File: src/rtl/fft_bin_capture.sv
// fft_bin_capture: gathers the eight bins of one FFT frame, delivered one bin
// per in_valid strobe in index order 0..7, into shadow registers and publishes
// the whole frame to the y* outputs at once when bin 7 is accepted. Out-of-order
// bins, restarts and inter-bin gaps longer than TIMEOUT abort the frame.
module fft_bin_capture #(
    parameter int TIMEOUT = 64
) (
    input  logic        fastclk,
    input  logic        rst,
    input  logic        in_valid,
    input  logic [15:0] in_re,
    input  logic [15:0] in_im,
    input  logic [2:0]  in_index,
    output logic [15:0] y0,
    output logic [15:0] yr1,
    output logic [15:0] yi1,
    output logic [15:0] yr2,
    output logic [15:0] yi2,
    output logic [15:0] yr3,
    output logic [15:0] yi3,
    output logic [15:0] y4,
    output logic [15:0] yr5,
    output logic [15:0] yi5,
    output logic [15:0] yr6,
    output logic [15:0] yi6,
    output logic [15:0] yr7,
    output logic [15:0] yi7,
    output logic        frame_valid,
    output logic        frame_err,
    output logic [7:0]  frame_count
);

    typedef enum logic {
        SYNC    = 1'b0,
        COLLECT = 1'b1
    } state_t;

    // Gap counter only has to count up to TIMEOUT-1: the abort fires on the
    // idle cycle that would bring it to TIMEOUT.
    localparam int GW = (TIMEOUT > 1) ? $clog2(TIMEOUT + 1) : 1;
    localparam logic [GW-1:0] GAP_LAST = GW'(TIMEOUT - 1);

    state_t        state_q, state_d;
    logic [2:0]    exp_q, exp_d;
    logic [GW-1:0] gap_q, gap_d;

    // Shadow copies of the frame under construction. Entry 7 is never used
    // because bin 7 goes straight to the outputs, and the imaginary entries
    // of bins 0 and 4 are never written.
    logic [15:0]   sh_re_q [0:7];
    logic [15:0]   sh_re_d [0:7];
    logic [15:0]   sh_im_q [0:7];
    logic [15:0]   sh_im_d [0:7];

    // Published frame, only ever replaced as a complete set.
    logic [15:0]   out_re_q [0:7];
    logic [15:0]   out_re_d [0:7];
    logic [15:0]   out_im_q [0:7];
    logic [15:0]   out_im_d [0:7];

    logic          frame_valid_q, frame_valid_d;
    logic          frame_err_q, frame_err_d;
    logic [7:0]    frame_count_q, frame_count_d;

    // Next-state logic: bin acceptance, frame publication, abort handling and
    // the inter-bin gap timer. An in_valid always wins over a timeout.
    always_comb begin
        state_d       = state_q;
        exp_d         = exp_q;
        gap_d         = gap_q;
        sh_re_d       = sh_re_q;
        sh_im_d       = sh_im_q;
        out_re_d      = out_re_q;
        out_im_d      = out_im_q;
        frame_valid_d = 1'b0;
        frame_err_d   = 1'b0;
        frame_count_d = frame_count_q;

        case (state_q)
            SYNC: begin
                gap_d = '0;
                exp_d = 3'd1;
                if (in_valid && (in_index == 3'd0)) begin
                    sh_re_d[0] = in_re;
                    state_d    = COLLECT;
                end
            end

            COLLECT: begin
                if (in_valid) begin
                    gap_d = '0;
                    if (in_index == exp_q) begin
                        if (exp_q == 3'd7) begin
                            out_re_d      = sh_re_q;
                            out_im_d      = sh_im_q;
                            out_re_d[7]   = in_re;
                            out_im_d[7]   = in_im;
                            frame_valid_d = 1'b1;
                            frame_count_d = frame_count_q + 8'd1;
                            exp_d         = 3'd1;
                            state_d       = SYNC;
                        end else begin
                            sh_re_d[in_index] = in_re;
                            if (in_index != 3'd4) begin
                                sh_im_d[in_index] = in_im;
                            end
                            exp_d = exp_q + 3'd1;
                        end
                    end else if (in_index == 3'd0) begin
                        frame_err_d = 1'b1;
                        sh_re_d[0]  = in_re;
                        exp_d       = 3'd1;
                    end else begin
                        frame_err_d = 1'b1;
                        exp_d       = 3'd1;
                        state_d     = SYNC;
                    end
                end else if (gap_q == GAP_LAST) begin
                    frame_err_d = 1'b1;
                    gap_d       = '0;
                    exp_d       = 3'd1;
                    state_d     = SYNC;
                end else begin
                    gap_d = gap_q + GW'(1);
                end
            end

            default: begin
                state_d = SYNC;
                exp_d   = 3'd1;
                gap_d   = '0;
            end
        endcase
    end

    // State and data registers with synchronous reset taking priority over
    // any bin arriving in the same cycle.
    always_ff @(posedge fastclk) begin
        if (rst) begin
            state_q       <= SYNC;
            exp_q         <= 3'd1;
            gap_q         <= '0;
            sh_re_q       <= '{default: 16'h0000};
            sh_im_q       <= '{default: 16'h0000};
            out_re_q      <= '{default: 16'h0000};
            out_im_q      <= '{default: 16'h0000};
            frame_valid_q <= 1'b0;
            frame_err_q   <= 1'b0;
            frame_count_q <= 8'd0;
        end else begin
            state_q       <= state_d;
            exp_q         <= exp_d;
            gap_q         <= gap_d;
            sh_re_q       <= sh_re_d;
            sh_im_q       <= sh_im_d;
            out_re_q      <= out_re_d;
            out_im_q      <= out_im_d;
            frame_valid_q <= frame_valid_d;
            frame_err_q   <= frame_err_d;
            frame_count_q <= frame_count_d;
        end
    end

    assign y0          = out_re_q[0];
    assign yr1         = out_re_q[1];
    assign yi1         = out_im_q[1];
    assign yr2         = out_re_q[2];
    assign yi2         = out_im_q[2];
    assign yr3         = out_re_q[3];
    assign yi3         = out_im_q[3];
    assign y4          = out_re_q[4];
    assign yr5         = out_re_q[5];
    assign yi5         = out_im_q[5];
    assign yr6         = out_re_q[6];
    assign yi6         = out_im_q[6];
    assign yr7         = out_re_q[7];
    assign yi7         = out_im_q[7];
    assign frame_valid = frame_valid_q;
    assign frame_err   = frame_err_q;
    assign frame_count = frame_count_q;

endmodule

File: config.mk
export PLATFORM = sky130hd
export DESIGN_NAME = fft_bin_capture
export DESIGN_NICKNAME = d
export VERILOG_FILES = /design/src/rtl/fft_bin_capture.sv
export SDC_FILE = /design/constraint.sdc
export NUM_CORES = 1
export LEC_CHECK = 0
export ABC_AREA = 0
export BUFFER_PORTS_ARGS = -buffer_cell sky130_fd_sc_hd__buf_2
export CAP_MARGIN = 0
export CORE_MARGIN = 1
export CORE_UTILIZATION = 37
export CTS_CLUSTER_DIAMETER = 60
export DETAILED_ROUTE_END_ITERATION = 10
export GPL_ROUTABILITY_DRIVEN = 0
export GPL_TIMING_DRIVEN = 0
export PLACE_DENSITY_LB_ADDON = 0.2
export SYNTH_ARGS = -nofsm -noshare
export SYNTH_HDL_FRONTEND = slang
export SYNTH_SLANG_ARGS = --single-unit
File: constraint.sdc
create_clock -name fastclk -period 2.4 [get_ports fastclk]
set_input_delay 0.48 -clock fastclk [delete_from_list [all_inputs] [get_ports fastclk]]
set_output_delay 0.48 -clock fastclk [all_outputs]
set_load 0.005 [all_outputs]
# After elaboration in Yosys (flattened, before gate mapping)
# Cells that the tools add are included.
# classes
n_eq_ne,9
n_reduce_logical,9
n_mux,30
magnitude_cmp,2
n_addsub,3
bitwise_logic,5
# ops
operator,count
bitwise mux 128 bit,2
2-to-1 mux 128 bit,2
2-to-1 mux 112 bit,1
2-to-1 mux 16 bit,4
demux 16 bit (select 3 bit),1
one-hot mux 16 bit (2 select lines),1
2-to-1 mux 7 bit,2
one-hot mux 7 bit (2 select lines),1
2-to-1 mux 3 bit,4
AND reduction 4 bit,3
2-to-1 mux 1 bit,10
adder 8 x 1 -> 8 bit (second input constant),1
adder 7 x 1 -> 7 bit (second input constant),1
== test 7 x 6 -> 1 bit (second input constant),1
inequality test 3 bit (second input constant),2
one-hot mux 3 bit (2 select lines),1
AND reduction 5 bit,1
greater-or-equal comparator 4 bit (second input constant),1
less-than comparator 4 x 1 -> 1 bit (second input constant),1
inequality test 2 bit (second input constant),2
NOT 1 bit,4
NOT 3 -> 4 bit,1
OR reduction 4 bit,1
adder 3 x 1 -> 3 bit (second input constant),1
8 further kinds,9
# totals
elab_cells,94
ff_bits,501
output_inout_bits,234

# Longest topological paths before layout
# Gate-level depths: netlist (run 1).
# logic_depth
ltp_word,10
depth_mapped,9

# Worst setup path before layout (run 1)
# No wires, ideal clock.
# synth_path
path_kind,input -> register
from,input port in_index[1]
to,"register frame_count_q[5], in the netlist frame_count[5]"
required_ns,2.330
arrival_ns,2.017
setup_ns,0.070
cell_stages,6
n_path_buf,2
slack_ns,0.313
path_cell_list,buf_6 > xor2_2 > or4_1 > buf_2 > or4_1 > a21oi_1
# synth_via
elab_chain_cells,2
# synth_rtl
element,line,source
"start, declared",13,"input logic [2:0] in_index,"
== test 3 bit,92,if (in_index == exp_q) begin
AND reduction 4 bit (no line),-,
"end signal, assigned",160,frame_count_q <= frame_count_d;
"end, declared",63,"logic [7:0] frame_count_q, frame_count_d;"
# No other way between the ends.
# A chain may end at the register's enable or synchronous reset.

# Worst setup path in the final report (run 1)
# layout_path
from,register exp_q[1]
to,register sh_im_q[20] in the netlist's numbering
# layout_via
elab_chain_cells,3
elab_cells_between_ends,4
classes_between,2 x eq/ne; 1 x bitwise; 1 x reduce/logical
# layout_rtl
element,line,source
"start, declared",44,"logic [2:0] exp_q, exp_d;"
"start signal, assigned",152,exp_q <= exp_d;
== test 3 bit,93,if (exp_q == 3'd7) begin
NOT 1 bit (no line),-,
AND reduction 5 bit (no line) (*),-,
"end signal, assigned",155,sh_im_q <= sh_im_d;
"end, declared",52,logic [15:0] sh_im_q [0:7];
# Every way passes the cells marked *; elsewhere a longest branch is shown, timed or not.

==> flow_metrics.py, run 1 <==
metrics = {
    "outcome": {
        "status": "finished, final reports clean",
    },
    "timing": {
        "fin_tns_setup_ns": 0,
        "worst_slack_ns": 0.138,
        "hold_viol_final": 0,
        "fin_crit_sh": 0.942,
        "setup_viol": 0,
        "rsz0062_at_grt": "yes",
        "max_freq_mhz": 442,
        "skew_ns": 0.0153,
        "maxSlewViolCount": 0,
        "hold_slack_ns": 0.157,
        "min_period_ns": 2.26,
        "tightest_slew_ns": 1.00,
        "slew_headroom": 0.333,
    },
    "logic_synthesis": {
        "ys_ff_latch": 437,
        "yosysWarnings": 0,
        "synth_area_leader_cell": "dfxtp_1",
        "synthXorXnorAreaFrac": 0.00649,
        "synthesis.nets": 1785,
        "synth-simple-area-share": 0.212,
        "synth_top_family_by_area": "simple AND/OR/NAND/NOR gates",
        "synth_fa_ha_area_frac": 0.00313,
        "synthesis.area_um2": 16000,
        "synth_area_leaders": "dfxtp_1, mux2i_1, nand2_1",
        "yosysSeqAreaShare": 0.546,
        "synth.top_cell.area_share": 0.546,
        "synthMuxAreaShare": 0.120,
        "postSynthAreaPerCell_um2": 9.19,
        "yosysUniqueCellTypes": 35,
        "synth_compound_area_frac": 0.0784,
        "synth_cells": 1743,
    },
    "worst_setup_path": {
        "r2r_cells": 5,
        "worstSetupPathType": "register to register",
        "r2r_slack_ns": 0.14,
        "crit_arrival_ns": 2.69,
        "path_cells": "xor2_2, nor4_2, nand4_1, buf_2, mux2i_1",
        "slowest_stage": "nor4_2",
        "critPathRequiredTime_ns": 2.83,
        "reg2reg_to": "sh_im_q[20]$_SDFFE_PP0P_",
        "start_kind": "register",
        "critPathCaptureType": "register",
        "crit_path_end": "sh_im_q[20]$_SDFFE_PP0P_",
        "startpoint": "exp_q[1]$_SDFFE_PP0P_",
        "worstReg2RegStart": "exp_q[1]$_SDFFE_PP0P_",
        "crit_fanout": 10,
        "max_stage_delay_ns": 0.51,
    },
    "clock_network": {
        "cts_hold_buf": 0,
        "clk_pin_slew_ns": 0.06,
        "clock_path_buffers": 3,
        "cts_tree": "built",
        "cts.sinks": 437,
        "clk-insertion-delay-late_ns": 0.57,
        "cts_made_buffers": 46,
        "htreeDepth": 2,
        "root_buffer": "clkbuf_16",
    },
    "power_and_ir_drop": {
        "switching_power_mw": 3.21,
        "p_seq_frac": 0.492,
        "pwr-share-clk": 0.479,
        "power_density_nw_per_um2": 751,
        "combPwrFrac": 0.029,
        "switching_share": 0.217,
        "intPower_mw": 11.6,
        "cellLeakagePower_nw": 8.55,
        "vdd_drop_max_v": 0.000441,
    },
    "flow_run": {
        "maxCapViolCount": 0,
    },
    "final_layout": {
        "fillers": 4219,
        "regArea_um2": 8750,
        "drive_gt1_frac": 0.189,
        "multiInputGateArea_um2": 6730,
        "fin_cells": 2673,
        "syn_to_final_growth_pct": 22.8,
        "fin_nets": 2104,
    },
    "drt": {
        "finalWirelength_mm": 49.3,
        "drc": 0,
        "viasPerCell": 4.81,
        "ant_nets": 0,
        "post_drt_wl_per_cell_um": 18.5,
        "drt_first_iter_violations": 724,
        "firstDrtPassIters": 5,
        "vias": 12850,
    },
    "placed_design": {
        "io_buffers": 268,
        "place_inst": 2588,
        "dpl.hpwl_mm": 35.4,
        "place_ws_ns": -1.08,
    },
    "grt": {
        "gr-total-overflow": 0,
        "antenna_found_initial": 2,
        "track_usage": 0.221,
        "grt_pass1_wl_mm": 73.8,
        "grt_max_degree": 14,
        "grt_pass1_vias": 12639,
    },
    "floorplan": {
        "ios": 272,
        "dieArea_um2": 44100,
        "num_rows": 75,
        "core_um2": 42300,
        "die_h_um": 210,
        "die_w_um": 210,
        "initial_utilization": 0.378,
    },
    "min_path": {
        "worstHoldStart": "in_re[12]",
        "worst_hold_path_type": "input pin to register",
    },
}
-- sequential cells by signal, summed over array words and instances, names as in the netlist --
signal	count
sh_re_q	112
yi7	16
yi2	16
y4	16
yi1	16
yr7	16
frame_valid	1
yi3	16
exp_q	3
yr6	16
state_q	1
yr1	16
gap_q	7
yr2	16
yi5	16
frame_err	1
yi6	16
sh_im_q	80
y0	16
yr3	16
frame_count	8
yr5	16
-- stage by stage --
stage               total power [mW]  utilization  area (µm²)
floorplan                       7.64            -       16000
global placement                7.84        0.427       18100
detailed placement              7.84        0.427       18100
CTS                             14.9        0.464       19700
global route                    15.2        0.465       19700
finish                          14.8        0.465       19700
-- cells by family after synthesis --
family,count (synthesis)
AOI/OAI and AO/OA,246
xor gates and xnor gates,11
and+or+nand+nor,726
DFF,437
buffers and inverters,127
muxes,192
adders and majority gates,4
-- cell type report --
type                    instances  area share
inverters                       2    0.000382
clock inverters                 7     0.00204
plain buffers                 124      0.0287
diodes                          1    0.000127
clock buffers                  74      0.0748
well taps                     577      0.0367
flip-flops and latches        437       0.445
multi-input cells            1179       0.342
repair buffers                272      0.0704
-- timing repair --
action / in CTS / in global routing
setup endpoints to repair: 260 / 205
resized for setup: 13 / 19
buffers inserted: 4 / 0
pin swaps: 1 / 0
-- routing by layer --
layer / routed length, µm / global-route usage
met1: 23900 / 0.308
met2: 22200 / 0.353
met3: 2220 / 0.0372
met4: 1040 / 0.0604
met5: 0 / 0
-- power groups by stage --
stage,logic [mW],registers [mW],clock network (mW)
finish,0.422,7.26,7.08
global route,0.445,7.26,7.51
CTS,0.421,7.26,7.18
detailed placement,0.419,7.43,0
global placement,0.416,7.43,0
floorplan,0.215,7.42,0
-- critical path, delay by kind of cell (launching register included) --
kind / cells / cell delay (ns)
buffers and inverters: 1 / 0.42
and+or+nand+nor: 2 / 0.97
xor gates and xnor gates: 1 / 0.19
DFF: 1 / 0.35
muxes: 1 / 0.18
-- synth_stat cells --
library cell / number
clkbuf_1: 87
ha_1: 4
buf_6: 2
a21oi_1: 232
and4_1: 1
nor4b_1: 1
nor3b_1: 2
nor4_2: 1
a22o_1: 2
nand2_1: 454
buf_2: 33
o31ai_1: 4
or4_1: 4
nand4_1: 6
nor2b_1: 1
inv_1: 2
xor2_2: 1
nor3_1: 3
or3_1: 3
o31a_1: 1
o21ai_0: 6
dfxtp_1: 437
nand2b_1: 225
and4b_1: 1
nand3b_1: 1
xnor2_1: 6
nor2_1: 13
and3_1: 2
nand3_1: 6
xor2_1: 4
buf_4: 3
a311oi_1: 1
mux2i_1: 192
and2_1: 1
nand4b_1: 1
-- worst min path at each step --
stage                                end  depth (start not counted)
CTS                  yi7[6]$_SDFFE_PP0P_                          3
global route         yi7[6]$_SDFFE_PP0P_                          3
detailed placement   gap_q[0]$_SDFF_PP0_                          1
floorplan            gap_q[0]$_SDFF_PP0_                          1
finish              yr7[12]$_SDFFE_PP0P_                          3
global placement     gap_q[0]$_SDFF_PP0_                          1
-- cells in the final DEF, fill, tap and decap left out, types with 2 or more instances in the layout --
| cell type | Yosys | routed |
|---|---|---|
| buf_6 | 2 | 2 |
| ha_1 | 4 | 3 |
| buf_4 | 3 | 9 |
| dfxtp_2 | 0 | 2 |
| dfxtp_1 | 437 | 435 |
| xor2_1 | 4 | 4 |
| xnor2_1 | 6 | 6 |
| nand4_1 | 6 | 6 |
| a21oi_1 | 232 | 232 |
| clkbuf_16 | 0 | 49 |
| or3_1 | 3 | 3 |
| o31ai_1 | 4 | 4 |
| nand2b_1 | 225 | 225 |
| clkbuf_8 | 0 | 16 |
| buf_2 | 33 | 299 |
| buf_1 | 0 | 4 |
| nor3_1 | 3 | 3 |
| a22o_1 | 2 | 2 |
| and3_1 | 2 | 2 |
| or4_1 | 4 | 4 |
| nor2_1 | 13 | 13 |
| nand3_1 | 6 | 6 |
| clkbuf_1 | 87 | 82 |
| nand2_1 | 454 | 454 |
| clkbuf_2 | 0 | 7 |
| mux2i_1 | 192 | 192 |
| inv_1 | 2 | 2 |
| o21ai_0 | 6 | 6 |
| clkinv_2 | 0 | 5 |
| clkinvlp_4 | 0 | 2 |
| nor3b_1 | 2 | 2 |
Note: power is estimated with default switching activity, not from simulation.
==> inputs of run 2 (changes only) <==
--- a/config.mk
+++ b/config.mk
@@ -14,7 +14,6 @@
 export DETAILED_ROUTE_END_ITERATION = 10
 export GPL_ROUTABILITY_DRIVEN = 0
 export GPL_TIMING_DRIVEN = 0
-export PLACE_DENSITY_LB_ADDON = 0.2
 export SYNTH_ARGS = -nofsm -noshare
 export SYNTH_HDL_FRONTEND = slang
 export SYNTH_SLANG_ARGS = --single-unit
==> flow_metrics.py, run 2 (synthesized netlist as in run 1, its figures left out) <==
metrics = {
    "flow_run": {
        "maxCapViolCount": 0,
    },
    "power_and_ir_drop": {
        "vdd_drop_max_v": 0.000491,
        "power_density_nw_per_um2": 766,
        "cellLeakagePower_nw": 8.64,
        "finalPower_mw": 15.2,
    },
    "grt": {
        "gr-total-overflow": 0,
        "track_usage": 0.219,
        "top_usage_layer": "met2",
        "grt_pass1_wl_mm": 73.1,
        "grt_pass1_vias": 12581,
        "antenna_found_initial": 2,
        "grt_max_degree": 14,
        "gr-usage-met3": 0.0495,
        "grt_use_met1": 0.295,
        "grt.met2_usage": 0.352,
    },
    "clock_network": {
        "cts_hold_buf": 0,
        "cts_tree": "built",
        "clk_pin_slew_ns": 0.06,
        "htreeDepth": 2,
        "clk-insertion-delay-late_ns": 0.60,
        "cts.sinks": 437,
        "root_buffer": "clkbuf_16",
        "clock_path_buffers": 3,
        "cts_made_buffers": 47,
    },
    "worst_setup_path": {
        "r2r_slack_ns": 0.07,
        "critPathCaptureType": "register",
        "crit_arrival_ns": 2.75,
        "crit_fanout": 10,
        "worstSetupPathType": "register to register",
        "start_kind": "register",
        "critPathRequiredTime_ns": 2.82,
    },
    "final_layout": {
        "syn_to_final_growth_pct": 23.9,
        "largest_reg_flops": 112,
        "reg.largest.list": "sh_re_q (112), sh_im_q (80)",
        "final_common_cell": "nand2_1",
        "drive_gt1_frac": 0.198,
        "fin_util": 0.469,
        "final_area_um2": 19800,
        "fillers": 4108,
        "fin_nets": 2110,
        "regMostFlops": "sh_re_q",
        "final_cell_mix": "nand2_1, dfxtp_1, buf_2, a21oi_1, nand2b_1",
    },
    "timing": {
        "maxSlewViolCount": 0,
        "min_period_ns": 2.33,
        "skew_ns": 0.0261,
        "tightest_slew_ns": 0.938,
        "hold_viol_final": 0,
        "slew_headroom": 0.370,
        "max_freq_mhz": 430,
        "fin_tns_setup_ns": 0,
        "fin_crit_sh": 0.970,
        "setup_viol": 0,
        "worst_slack_ns": 0.0718,
    },
    "floorplan": {
        "initial_utilization": 0.378,
        "die_w_um": 210,
        "core_um2": 42300,
        "num_rows": 75,
        "ios": 272,
        "die_h_um": 210,
        "dieArea_um2": 44100,
    },
    "drt": {
        "post_drt_wl_per_cell_um": 18.3,
        "firstDrtPassIters": 5,
        "drt_first_iter_violations": 732,
        "vias": 12832,
        "ant_nets": 0,
        "viasPerCell": 4.79,
        "drc": 0,
        "finalWirelength_mm": 49.1,
    },
    "placed_design": {
        "place_ws_ns": -1.21,
        "dpl.hpwl_mm": 35.2,
        "dpl-instance-area_um2": 18100,
        "io_buffers": 268,
    },
    "outcome": {
        "status": "finished, final reports clean",
    },
    "min_path": {
        "worst_hold_path_type": "input pin to register",
    },
}
[run 2: changes by cell type in the layout (fill, tap and decap cells not counted), moves of 2 or more]
| cell | delta |
|---|---|
| clkbuf_1 | -8 |
| buf_2 | +7 |
| buf_1 | -4 |
| buf_4 | +4 |
| bufinv_16 | +3 |
| clkbuf_4 | +3 |
| clkbuf_16 | -2 |
| clkbuf_8 | +2 |
| clkinv_8 | +2 |
| clkinvlp_4 | -2 |
[run 2: where the power goes]
group / internal, mW / switching [mW] / leakage, nW
logic: 0.123 / 0.301 / 4.32
registers: 7.26 / 0.00447 / 3.52
clock network: 4.46 / 3.05 / 0.803
total: 11.8 / 3.36 / 8.64
[run 2: path summary, 6_finish.rpt]
path / start / to / cells past startpoint
min: in_re[12] / yr7[12]$_SDFFE_PP0P_ / 3
max: exp_q[1]$_SDFFE_PP0P_ / sh_im_q[34]$_SDFFE_PP0P_ / 5
min reg2reg: gap_q[0]$_SDFF_PP0_ / gap_q[0]$_SDFF_PP0_ / 1
max reg2reg: exp_q[1]$_SDFFE_PP0P_ / sh_im_q[34]$_SDFFE_PP0P_ / 5
[run 2: area by class of cell]
type,instances,area [µm²],share of cell area
Inverter,2,7.51,0.000379
Tap cell,577,722,0.0364
Antenna cell,2,5.00,0.000252
Timing Repair Buffer,277,1420,0.0717
Multi-Input combinational cell,1179,6730,0.339
Sequential cell,437,8750,0.441
Clock inverter,13,185,0.00934
Clock buffer,70,1430,0.0722
Buffer,124,579,0.0292
[run 2: routing by layer]
metal	vias to the layer above	wire length, µm
met1	6096	23100
met5	-	0
met4	0	1080
met3	74	2710
met2	308	22200
li1	6354	-
[run 2: critical path: stages, from the launching register on]
cell and delay (ns):
dfxtp_2 0.35, xor2_2 0.19, nor4_2 0.58, nand3_2 0.44
buf_2 0.40, mux2i_1 0.17
[run 2: per-stage QoR]
step / hold slack, ns / cells
after floorplan: 0.413 / 1743
after global placement: 0.426 / 2588
after detailed placement: 0.434 / 2588
after CTS: 0.114 / 2676
after global routing: 0.130 / 2679
final: 0.151 / 2681
[run 2: timing repair]
action                                  in CTS  in global routing
buffers inserted                             6                  3
endpoints found under the setup margin     278                228
pin swaps                                    1                  1
resized for setup                           24                 21
==> inputs of run 3 (changes only) <==
--- a/config.mk
+++ b/config.mk
@@ -8,7 +8,7 @@
 export ABC_AREA = 0
 export BUFFER_PORTS_ARGS = -buffer_cell sky130_fd_sc_hd__buf_2
 export CAP_MARGIN = 0
-export CORE_MARGIN = 1
+export CORE_MARGIN = 2
 export CORE_UTILIZATION = 37
 export CTS_CLUSTER_DIAMETER = 60
 export DETAILED_ROUTE_END_ITERATION = 10
==> flow_metrics.py, run 3 (synthesized netlist as in run 1, its figures left out) <==
metrics = {
    "floorplan": {
        "die_w_um": 212,
        "initial_utilization": 0.373,
        "dieArea_um2": 45000,
        "core_um2": 42900,
        "die_h_um": 212,
        "ios": 272,
        "num_rows": 76,
    },
    "worst_setup_path": {
        "critical_path_buf_inv_count": 3,
        "start_kind": "register",
        "critPathRequiredTime_ns": 2.91,
        "crit_family": "buffers and inverters",
        "worst-path-stages": 9,
        "max_stage_delay_ns": 0.38,
        "critPathCaptureType": "register",
        "slowest_stage": "clkbuf_1",
        "worstSetupPathType": "register to register",
        "path_cells": "ha_1, ha_2, and3_1, nand4_1, buf_4, clkbuf_4, clkbuf_1, nand2_1, a21oi_1",
        "crit_fanout": 10,
        "crit_arrival_ns": 2.77,
        "r2r_cells": 9,
    },
    "clock_network": {
        "cts_hold_buf": 0,
        "clk-insertion-delay-late_ns": 0.59,
        "cts_tree": "built",
        "cts.sinks": 437,
        "htreeDepth": 2,
        "clk_pin_slew_ns": 0.06,
        "root_buffer": "clkbuf_16",
        "clock_path_buffers": 3,
        "cts_made_buffers": 48,
    },
    "power_and_ir_drop": {
        "p_seq_frac": 0.483,
        "power_density_nw_per_um2": 761,
        "intPower_mw": 11.8,
        "finalPower_mw": 15.0,
        "switching_power_mw": 3.27,
        "cellLeakagePower_nw": 8.61,
        "vdd_drop_max_v": 0.000471,
        "combPwrFrac": 0.028,
        "pwr-share-clk": 0.489,
        "switching_share": 0.217,
    },
    "final_layout": {
        "drive_gt1_frac": 0.195,
        "final_cell_mix": "nand2_1, dfxtp_1, buf_2, a21oi_1, nand2b_1",
        "syn_to_final_growth_pct": 23.4,
        "final_common_cell": "nand2_1",
        "regMostFlops": "sh_re_q",
        "largest_reg_flops": 112,
        "reg.largest.list": "sh_re_q (112), sh_im_q (80)",
        "fin_nets": 2108,
    },
    "drt": {
        "drc": 0,
        "drt_first_iter_violations": 726,
        "finalWirelength_mm": 49.2,
        "vias": 12897,
        "firstDrtPassIters": 5,
        "viasPerCell": 4.79,
        "post_drt_wl_per_cell_um": 18.3,
        "ant_nets": 0,
    },
    "grt": {
        "gr-total-overflow": 0,
        "grt_pass1_vias": 12399,
        "grt_pass1_wl_mm": 72.8,
        "track_usage": 0.216,
        "antenna_found_initial": 5,
        "grt_max_degree": 13,
    },
    "timing": {
        "setup_viol": 0,
        "maxSlewViolCount": 0,
        "tightest_slew_ns": 1.04,
        "slew_headroom": 0.303,
        "rsz0062_at_grt": "yes",
        "max_freq_mhz": 444,
        "fin_tns_setup_ns": 0,
        "hold_viol_final": 0,
        "min_period_ns": 2.25,
        "fin_crit_sh": 0.939,
        "skew_ns": 0.0180,
    },
    "min_path": {
        "min_path_cells": 3,
        "worst_hold_path_type": "input pin to register",
    },
    "outcome": {
        "status": "finished, final reports clean",
    },
    "placed_design": {
        "dpl.hpwl_mm": 35.5,
        "io_buffers": 268,
    },
    "flow_run": {
        "maxCapViolCount": 0,
    },
}
==> run 3: cell types whose count changed in the layout (fill, tap and decap cells not counted), moves of 6 or more <==
cell	change
clkbuf_2	+10
clkbuf_1	+6
clkbuf_8	-7
buf_2	-8
==> run 3: path summary, 6_finish.rpt <==
check / slack (ns) / end / start
worst min-delay path: 0.14 / yr7[3]$_SDFFE_PP0P_ / in_re[3]
worst min register to register: 0.45 / yi5[4]$_SDFFE_PP0P_ / sh_im_q[36]$_SDFFE_PP0P_
worst max register to register: 0.15 / yi7[12]$_SDFFE_PP0P_ / exp_q[0]$_SDFFE_PP1P_
worst max-delay path: 0.15 / yi7[12]$_SDFFE_PP0P_ / exp_q[0]$_SDFFE_PP1P_
==> run 3: power by group through the flow <==
stage          clock network [mW]  logic (mW)  registers (mW)
2_1_floorplan                   0       0.215            7.42
3_3_place_gp                    0       0.415            7.43
3_5_place_dp                    0       0.416            7.43
4_1_cts                      7.51       0.418            7.27
5_1_grt                      7.82       0.440            7.26
6_report                     7.36       0.416            7.27
==> run 3: layout make-up <==
type                    instances  area, µm²
clock buffers                  73       1420
repair buffers                274       1390
plain buffers                 124        578
inverters                       2       7.51
well taps                     585        732
diodes                          4       10.0
clock inverters                13        158
flip-flops and latches        437       8750
fillers                      4201      23100
multi-input cells            1179       6730
==> run 3: repair_timing <==
item                                    CTS  global route
pin swaps                                 1             0
buffers inserted                          6             0
endpoints found under the setup margin  260           191
gates cloned                              0             0
gates resized for setup                  15            30
==> run 3: routing by layer <==
| layer | track usage | vias to the layer above | wire length (µm) | part of all wire |
|---|---|---|---|---|
| li1 | - | 6364 | - | - |
| met1 | 0.295 | 6145 | 22800 | 0.46 |
| met2 | 0.343 | 326 | 22400 | 0.45 |
| met3 | 0.0442 | 62 | 3000 | 0.061 |
| met4 | 0.0687 | 0 | 1020 | 0.021 |
| met5 | 0 | - | 0 | 0 |
==> run 3: worst reg2reg max path: cells and delay by family, from the launching register on <==
kind | cells | cell delay, ns
buffers and inverters | 3 | 0.81
adders and majority gates | 2 | 0.43
and+or+nand+nor | 3 | 0.42
DFF | 1 | 0.35
AOI/OAI and AO/OA | 1 | 0.16
==> run 3: metrics by stage <==
step / hold slack [ns] / area [µm²] / cells / worst slack [ns] / util
6_report: 0.139 / 19800 / 2691 / 0.146 / 0.461
5_1_grt: 0.126 / 19800 / 2689 / -0.00653 / 0.461
4_1_cts: 0.115 / 19700 / 2687 / 0.0894 / 0.460
3_5_place_dp: 0.445 / 18100 / 2596 / -0.980 / 0.422
3_3_place_gp: 0.427 / 18100 / 2596 / -0.977 / 0.422
2_1_floorplan: 0.413 / 16000 / 1743 / 0.313 / -
